<file path="src/rtl/pipe_reg_elastic_pkg.sv">
// Shared types for the elastic pipeline register: payload layout and bubble control.
// Module widths must not exceed the *_MAX bounds below.
package pipe_reg_elastic_pkg;
  localparam int DATA_W_MAX = 32;
  localparam int CTRL_W_MAX = 4;
  localparam int IDX_W_MAX  = 5;

  typedef struct packed {
    logic [DATA_W_MAX-1:0] address;
    logic [DATA_W_MAX-1:0] next_pc;
    logic                  alu_zero;
    logic [DATA_W_MAX-1:0] data;
    logic [CTRL_W_MAX-1:0] control;
    logic [IDX_W_MAX-1:0]  rgD_index;
  } payload_t;

  localparam logic [CTRL_W_MAX-1:0] CTRL_BUBBLE = '0;
endpackage

</file>
<file path="src/rtl/pipe_reg_elastic_entry.sv">
// One payload slot: loads on enable, clears synchronously on reset.
module pipe_entry_reg
  import pipe_reg_elastic_pkg::*;
(
  input  logic     clk,
  input  logic     reset,
  input  logic     load,
  input  payload_t d,
  output payload_t q
);
  always_ff @(posedge clk) begin
    if (reset)     q <= '0;
    else if (load) q <= d;
  end
endmodule

</file>
<file path="src/rtl/pipe_reg_elastic.sv">
// Elastic pipeline register: one-cycle latency, optional skid slot for full
// throughput without a combinational out_ready -> in_ready path.
module pipe_reg_elastic
  import pipe_reg_elastic_pkg::*;
#(
  parameter int DATA_W = DATA_W_MAX,
  parameter int CTRL_W = CTRL_W_MAX,
  parameter int IDX_W  = IDX_W_MAX,
  parameter bit SKID   = 1'b1
) (
  input  logic              clk,
  input  logic              reset,
  input  logic              write,
  input  logic              flush,
  input  logic              in_valid,
  output logic              in_ready,
  input  logic [DATA_W-1:0] address_in,
  input  logic [DATA_W-1:0] next_pc_in,
  input  logic [DATA_W-1:0] data_in,
  input  logic              alu_zero_in,
  input  logic [CTRL_W-1:0] control_in,
  input  logic [IDX_W-1:0]  rgD_index_in,
  output logic              out_valid,
  input  logic              out_ready,
  output logic [DATA_W-1:0] address_out,
  output logic [DATA_W-1:0] next_pc_out,
  output logic [DATA_W-1:0] data_out,
  output logic              alu_zero_out,
  output logic [CTRL_W-1:0] control_out,
  output logic [IDX_W-1:0]  rgD_index_out,
  output logic [1:0]        occupancy
);
  payload_t in_pl, main_d, main_q, skid_q;
  logic     main_valid, skid_valid;
  logic     push, pop, skid_pop, load_main;

  always_comb begin
    in_pl           = '0;
    in_pl.address   = DATA_W_MAX'(address_in);
    in_pl.next_pc   = DATA_W_MAX'(next_pc_in);
    in_pl.data      = DATA_W_MAX'(data_in);
    in_pl.alu_zero  = alu_zero_in;
    in_pl.control   = CTRL_W_MAX'(control_in);
    in_pl.rgD_index = IDX_W_MAX'(rgD_index_in);
  end

  assign out_valid = main_valid & write;
  assign push      = in_valid & in_ready;
  assign pop       = out_valid & out_ready;
  // in_ready is low whenever skid is full, so skid_pop never coincides with push
  assign skid_pop  = pop & skid_valid;
  assign load_main = !flush & (skid_pop | (push & (!main_valid | pop)));
  assign main_d    = skid_pop ? skid_q : in_pl;

  always_ff @(posedge clk) begin
    if (reset)          main_valid <= 1'b0;
    else if (flush)     main_valid <= 1'b0;
    else if (load_main) main_valid <= 1'b1;
    else if (pop)       main_valid <= 1'b0;
  end

  pipe_entry_reg u_main (
    .clk   (clk),
    .reset (reset),
    .load  (load_main),
    .d     (main_d),
    .q     (main_q)
  );

  generate
    if (SKID) begin : g_skid
      logic load_skid;
      assign load_skid = !flush & push & main_valid & !pop;
      assign in_ready  = !skid_valid & write & !flush;

      always_ff @(posedge clk) begin
        if (reset)          skid_valid <= 1'b0;
        else if (flush)     skid_valid <= 1'b0;
        else if (load_skid) skid_valid <= 1'b1;
        else if (skid_pop)  skid_valid <= 1'b0;
      end

      pipe_entry_reg u_skid (
        .clk   (clk),
        .reset (reset),
        .load  (load_skid),
        .d     (in_pl),
        .q     (skid_q)
      );
    end else begin : g_noskid
      assign skid_valid = 1'b0;
      assign skid_q     = '0;
      assign in_ready   = write & !flush & (!out_valid | out_ready);
    end
  endgenerate

  assign address_out   = main_q.address[DATA_W-1:0];
  assign next_pc_out   = main_q.next_pc[DATA_W-1:0];
  assign data_out      = main_q.data[DATA_W-1:0];
  assign alu_zero_out  = main_q.alu_zero;
  assign control_out   = main_valid ? main_q.control[CTRL_W-1:0] : CTRL_BUBBLE[CTRL_W-1:0];
  assign rgD_index_out = main_q.rgD_index[IDX_W-1:0];
  assign occupancy     = {1'b0, main_valid} + {1'b0, skid_valid};
endmodule

</file>
<file path="config.mk">
export PLATFORM = sky130hd
export DESIGN_NAME = pipe_reg_elastic
export DESIGN_NICKNAME = d
export VERILOG_FILES = /design/src/rtl/pipe_reg_elastic_pkg.sv /design/src/rtl/pipe_reg_elastic_entry.sv /design/src/rtl/pipe_reg_elastic.sv
export SDC_FILE = /design/constraint.sdc
export NUM_CORES = 1
export LEC_CHECK = 0
export BUFFER_PORTS_ARGS = -buffer_cell sky130_fd_sc_hd__buf_2
export CAP_MARGIN = 20
export CORE_MARGIN = 3
export CORE_UTILIZATION = 58
export CTS_CLUSTER_SIZE = 10
export DETAILED_ROUTE_END_ITERATION = 10
export GPL_TIMING_DRIVEN = 0
export PLACE_DENSITY = 0.9
export SLEW_MARGIN = 20
export SYNTH_ARGS = -nofsm -noshare
export SYNTH_HDL_FRONTEND = slang
export SYNTH_HIERARCHICAL = 1
export SYNTH_SLANG_ARGS = --single-unit
</file>
<file path="constraint.sdc">
create_clock -name clk -period 3.4 [get_ports clk]
set_clock_uncertainty 0.15 [all_clocks]
set_input_delay 0.68 -clock clk [delete_from_list [all_inputs] [get_ports clk]]
set_output_delay 0.68 -clock clk [all_outputs]
set_load 0.01 [all_outputs]
</file>
**After elaboration in Yosys (flattened, before gate mapping)**

Cells that the tools add are included.

- Multiplexer cells: 6
- Reductions and logical operators: 7
- Add/sub/neg operators: 1
- Bitwise operators: 13

Operators with widths:

| operator | number |
|---|---|
| $mux W106 | 1 |
| $and A1 B1 Y1 | 11 |
| $logic_not A1 Y1 | 4 |
| $mux W1 | 4 |
| $mux W4 | 1 |
| $reduce_bool A2 Y1 | 2 |
| $add A1 B1 Y2 | 1 |
| $or A1 B1 Y1 | 2 |
| $reduce_or A2 Y1 | 1 |

- Bits in registers: 214
- Output and inout port bits: 110
- Input port bits: 112

**Longest topological paths before layout**

- Depth in word-level cells: 8
- Mapped depth: 8
- Gate-level depth less buffers: 4

**Hierarchy**

Netlist, hierarchy kept.

Modules (own cells, without submodules):

| module | seq. area each (um2) | area an instance (um2) | cells each | instances |
|---|---|---|---|---|
| pipe_entry_reg | 2,122.0 | 3,778.6 | 342 | 2 |
| pipe_reg_elastic | 40.0 | 1,604.0 | 140 | 1 |

**Worst setup path after synthesis**

OpenSTA, ideal clock, no wires.

- Kind: input port to flip-flop
- Start point: input flush
- End point: register g_skid.u_skid/q[100] (netlist bit)
- Cell stages on the path: 7
- Library setup time: 0.128 ns
- Path slack: 1.346 ns
- Arrival: 1.777 ns
- Required time: 3.122 ns
- Path buffers: 3
- Path through: nand2b_1 -> nor4_1 -> buf_4 -> buf_8 -> buf_12 -> mux2i_1 -> nor2_1

- Longest elaborated chain between the ends: 6

RTL lines:

| item | RTL line | source |
|---|---|---|
| start, declared | pipe_reg_elastic.sv:14 | `input logic flush,` |
| $logic_not A1 Y1 (*) | pipe_reg_elastic.sv:73, pipe_reg_elastic.sv:74 |  |
| $and A1 B1 Y1 | pipe_reg_elastic.sv:74 | `assign in_ready = !skid_valid & write & !flush;` |
| $and A1 B1 Y1 | pipe_reg_elastic.sv:48 | `assign push = in_valid & in_ready;` |
| $and A1 B1 Y1 (*) (3 in a row) | pipe_reg_elastic.sv:73 | `assign load_skid = !flush & push & main_valid & !pop;` |
| net g_skid.load_skid | pipe_reg_elastic.sv:72 | `logic load_skid;` |
| end signal, assigned | pipe_reg_elastic_entry.sv:12 | `if (reset) q <= '0;` |
| end signal, assigned | pipe_reg_elastic_entry.sv:13 | `else if (load) q <= d;` |
| end, declared | pipe_reg_elastic_entry.sv:9 | `output payload_t q` |

Mark *: on every way through the listed nets, which the timed path passes. The rest lies on a longest branch.
A chain may end at the register's enable or synchronous reset.

**Worst setup path after layout**

- Start point: register main_valid
- End point: output out_valid

- Longest elaborated chain between the ends: 1

RTL lines:

| item | RTL line | source |
|---|---|---|
| start, declared | pipe_reg_elastic.sv:34 | `logic main_valid, skid_valid;` |
| start signal, assigned | pipe_reg_elastic.sv:56 | `if (reset) main_valid <= 1'b0;` |
| start signal, assigned | pipe_reg_elastic.sv:57 | `else if (flush) main_valid <= 1'b0;` |
| start signal, assigned | pipe_reg_elastic.sv:58 | `else if (load_main) main_valid <= 1'b1;` |
| $and A1 B1 Y1 | pipe_reg_elastic.sv:47 | `assign out_valid = main_valid & write;` |
| end, declared | pipe_reg_elastic.sv:23 | `output logic out_valid,` |

Every way passes these cells.

==> impl_summary.md <==
Logic synthesis
The warning count from the yosys run is 6. Of all cell types, the one taking the most synthesized area is sky130_fd_sc_hd__dfxtp_1. After synthesis, the share of flip-flops with an asynchronous set or reset is 0. Counting flops and latches in the post-synthesis netlist gives 214. The instance count of the mapped netlist is approximately 800.

The cell area that synthesis handed to floorplanning was 9160 um^2. Each instance of the synthesized netlist takes up on average 11.1 um^2. The count of cell types in the netlist is 24. The total nets after synthesis is 937. The predominant post-synthesis flop cell is sky130_fd_sc_hd__dfxtp_1. Of the post-synthesis cell area, the dominant cell type holds 0.468. After synthesis, the cell types taking the most area are sky130_fd_sc_hd__dfxtp_1 (47%), sky130_fd_sc_hd__mux2i_1 (23%), sky130_fd_sc_hd__nor2_1 (8.8%). By count the netlist is led by sky130_fd_sc_hd__dfxtp_1 (214), sky130_fd_sc_hd__nor2_1 (214), sky130_fd_sc_hd__mux2i_1 (213).

For this run, the register share of the synthesized area comes to 0.468. In this run, synthesis inferred 0 flip-flops with an integrated enable.

STA
For the final routed database, the setup TNS stands at 0 ns. The worst slew slack as a fraction of its limit is 0.675. The actual transition at the worst max-transition pin is 0.487 ns.

The peak clock frequency supported by timing is 0.436 GHz. The post-route worst setup slack is 1.11 ns. The final period utilization is 0.674.

The final max-slew violation count is 0. The count of final hold-check violations is 0. The shortest clock period the worst path allows after layout is 2.29 ns.

Setup repair after global routing left no endpoint under its margin. Setup violations remaining at the end of the flow were counted as 0.

Hold path
The worst hold path belongs to the class input port to flop. The worst hold path begins at flush.

Power
VDD sags by at most between 0.3 and 0.4 mV. Summed over all cells, the static leakage comes to 4.80 nW. In this run the power density over the cells is 466 nW/um^2.

Clock tree
In this run, post-CTS hold repair placed 0 buffers. The clock-pin slew on the worst setup and hold paths is approximately 0.060 ns. Buffers inserted during clock tree synthesis total 25. The clock passes through at most 3 buffers. In this run the number of H-tree levels came out at 1. Clock tree synthesis selected as its root buffer the cell sky130_fd_sc_hd__clkbuf_16. For the worst-skew pair, the clock arrives at the later sink with an insertion delay of 0.49 ns. The number of buffers inserted by post-CTS setup repair is 0. The total number of clock tree sinks is 214.

The number of gates resized after cts is 0. TritonCTS built the clock tree.

Critical path
The startpoint of the most critical register-to-register path is main_valid. The required time at the worst-slack endpoint is 2.57 ns. The critical path is of the flop to output port type. The arrival time of the worst setup path is 1.46 ns. The startpoint type of the worst setup path is a flop.

The worst setup path is captured at an output port. Of all nets on the critical path, the largest fanout is 10. The critical path launch point is main_valid.

Routing
The final wirelength is 21,100 um. The detail-routed via count per cell is approximately 5.2. For this block, the via count after detailed routing is around 6.7k. For this run, design rule violations remaining after detail routing come to 0. The routed length per placed instance is 16.4 um.

The remaining antenna violation count after routing is 0. In this run, the number of DRC markers left after iteration 0 of detailed routing was 230. The first detailed-routing pass took 4 iterations.

Finish
The number of nets in the finished design is 1,185. Of the cells placed in the final design, the portion with a size suffix greater than 1 is 0.366. The growth of design area from synthesis to finish is 22.0%. The total of fill cells in the finished design is 1,123.

Place
The post-detailed-placement half-perimeter wirelength is 14,600 um. Routability-driven placement finished with a final weighted congestion of 0.787. The worst-case setup slack after placement is 0.921 ns. The quantity of I/O buffers inserted on ports is around 220.

GRT
The initial antenna violation count is 1. The total congestion overflow is 0. The largest net degree at the start of global routing is 12. The global-route wire length before repair is 33,800 um.

The number of global-route vias before repair is 6,861. The global-route usage over all layers is 0.234.

Floorplanning
The floorplan step defined a core boundary enclosing 15,300 um^2. The die boundary width is around 130 um. The number of placement rows is between 40 and 50.

The vertical die dimension is 132 um. The floorplan step defined a die boundary enclosing approximately 17,000 um^2. For this configuration, the core starts out at a cell density of 0.598. Pin placement for this block handled 222 I/O pins.

Outcome
The flow ran to the end, and the final reports show no timing, DRC or antenna violations.

Run
The max-cap check violation count is 0.
routing by layer:
layer	track usage	routed length, um
met1	0.275	8730
met2	0.418	10700
met3	0.0647	1470
met4	0.0636	291
met5	0	0
report_power, final:
part	leakage (nW)	internal [mW]	total [mW]	switching, mW
clock	0.316	1.30	2.22	0.918
sequential	1.73	2.56	2.58	0.0243
combinational	2.75	0.210	0.415	0.205
worst paths after layout:
path	end	slack, ns	cells past startpoint
worst min-delay path	skid_valid	0.23	2
worst max register to register	g_skid.u_skid/q[99]	1.17	8
worst min register to register	u_main/q[37]	0.34	2
worst max-delay path	out_valid	1.11	3
worst max-delay path, cell delays in order, from the launching register on:
cell,delay (ns)
sky130_fd_sc_hd__dfxtp_1,0.36
sky130_fd_sc_hd__clkbuf_1,0.28
sky130_fd_sc_hd__and2_1,0.20
sky130_fd_sc_hd__buf_2,0.13
registers in the layout (all words and copies together), names as in the netlist:
| signal | count |
|---|---|
| g_skid.u_skid/q | 106 |
| main_valid | 1 |
| skid_valid | 1 |
| u_main/q | 106 |
cells in the final DEF (no fill, tap or decap), types with 4 or more instances in the layout:
cell	count
sky130_fd_sc_hd__mux2i_1	213
sky130_fd_sc_hd__clkbuf_1	16
sky130_fd_sc_hd__clkbuf_16	25
sky130_fd_sc_hd__buf_12	8
sky130_fd_sc_hd__buf_6	4
sky130_fd_sc_hd__buf_1	8
sky130_fd_sc_hd__buf_4	17
sky130_fd_sc_hd__nor2_1	214
sky130_fd_sc_hd__mux2_2	66
sky130_fd_sc_hd__dfxtp_1	214
sky130_fd_sc_hd__buf_2	229
sky130_fd_sc_hd__mux2_4	40
sky130_fd_sc_hd__and2_1	5
cell families (layout without fill, tap and decap cells):
group / count (synthesis) / count (layout) / share of synthesized area
mux: 319 / 319 / 0.379
simple gates: 227 / 227 / 0.0968
flops: 214 / 214 / 0.468
buf+inv: 60 / 310 / 0.0526
compound gates: 3 / 3 / 0.00219
fa+ha+maj: 1 / 1 / 0.00137
other cells: 0 / 2 / 0
metrics by stage:
stage               power [mW]  cell area (um^2)   util  hold slack, ns  cells
global route              5.39             11200  0.730           0.210   1286
floorplan                 2.87              9160      -           0.302    824
detailed placement        3.05             10500  0.688           0.325   1256
finish                    5.21             11200  0.730           0.233   1287
global placement          3.03             10500  0.688           0.316   1256
CTS                       5.27             11200  0.730           0.207   1285
cell type report:
cell class | instances | area [um^2] | area share
Multi-Input combinational cell | 550 | 4400 | 0.393
Sequential cell | 214 | 4280 | 0.383
Timing Repair Buffer | 221 | 1110 | 0.0989
Clock buffer | 28 | 637 | 0.0570
Buffer | 60 | 482 | 0.0431
Tap cell | 211 | 264 | 0.0236
Clock inverter | 1 | 5.00 | 0.000448
Antenna cell | 2 | 5.00 | 0.000448
Power figures use the tool's default switching activity.
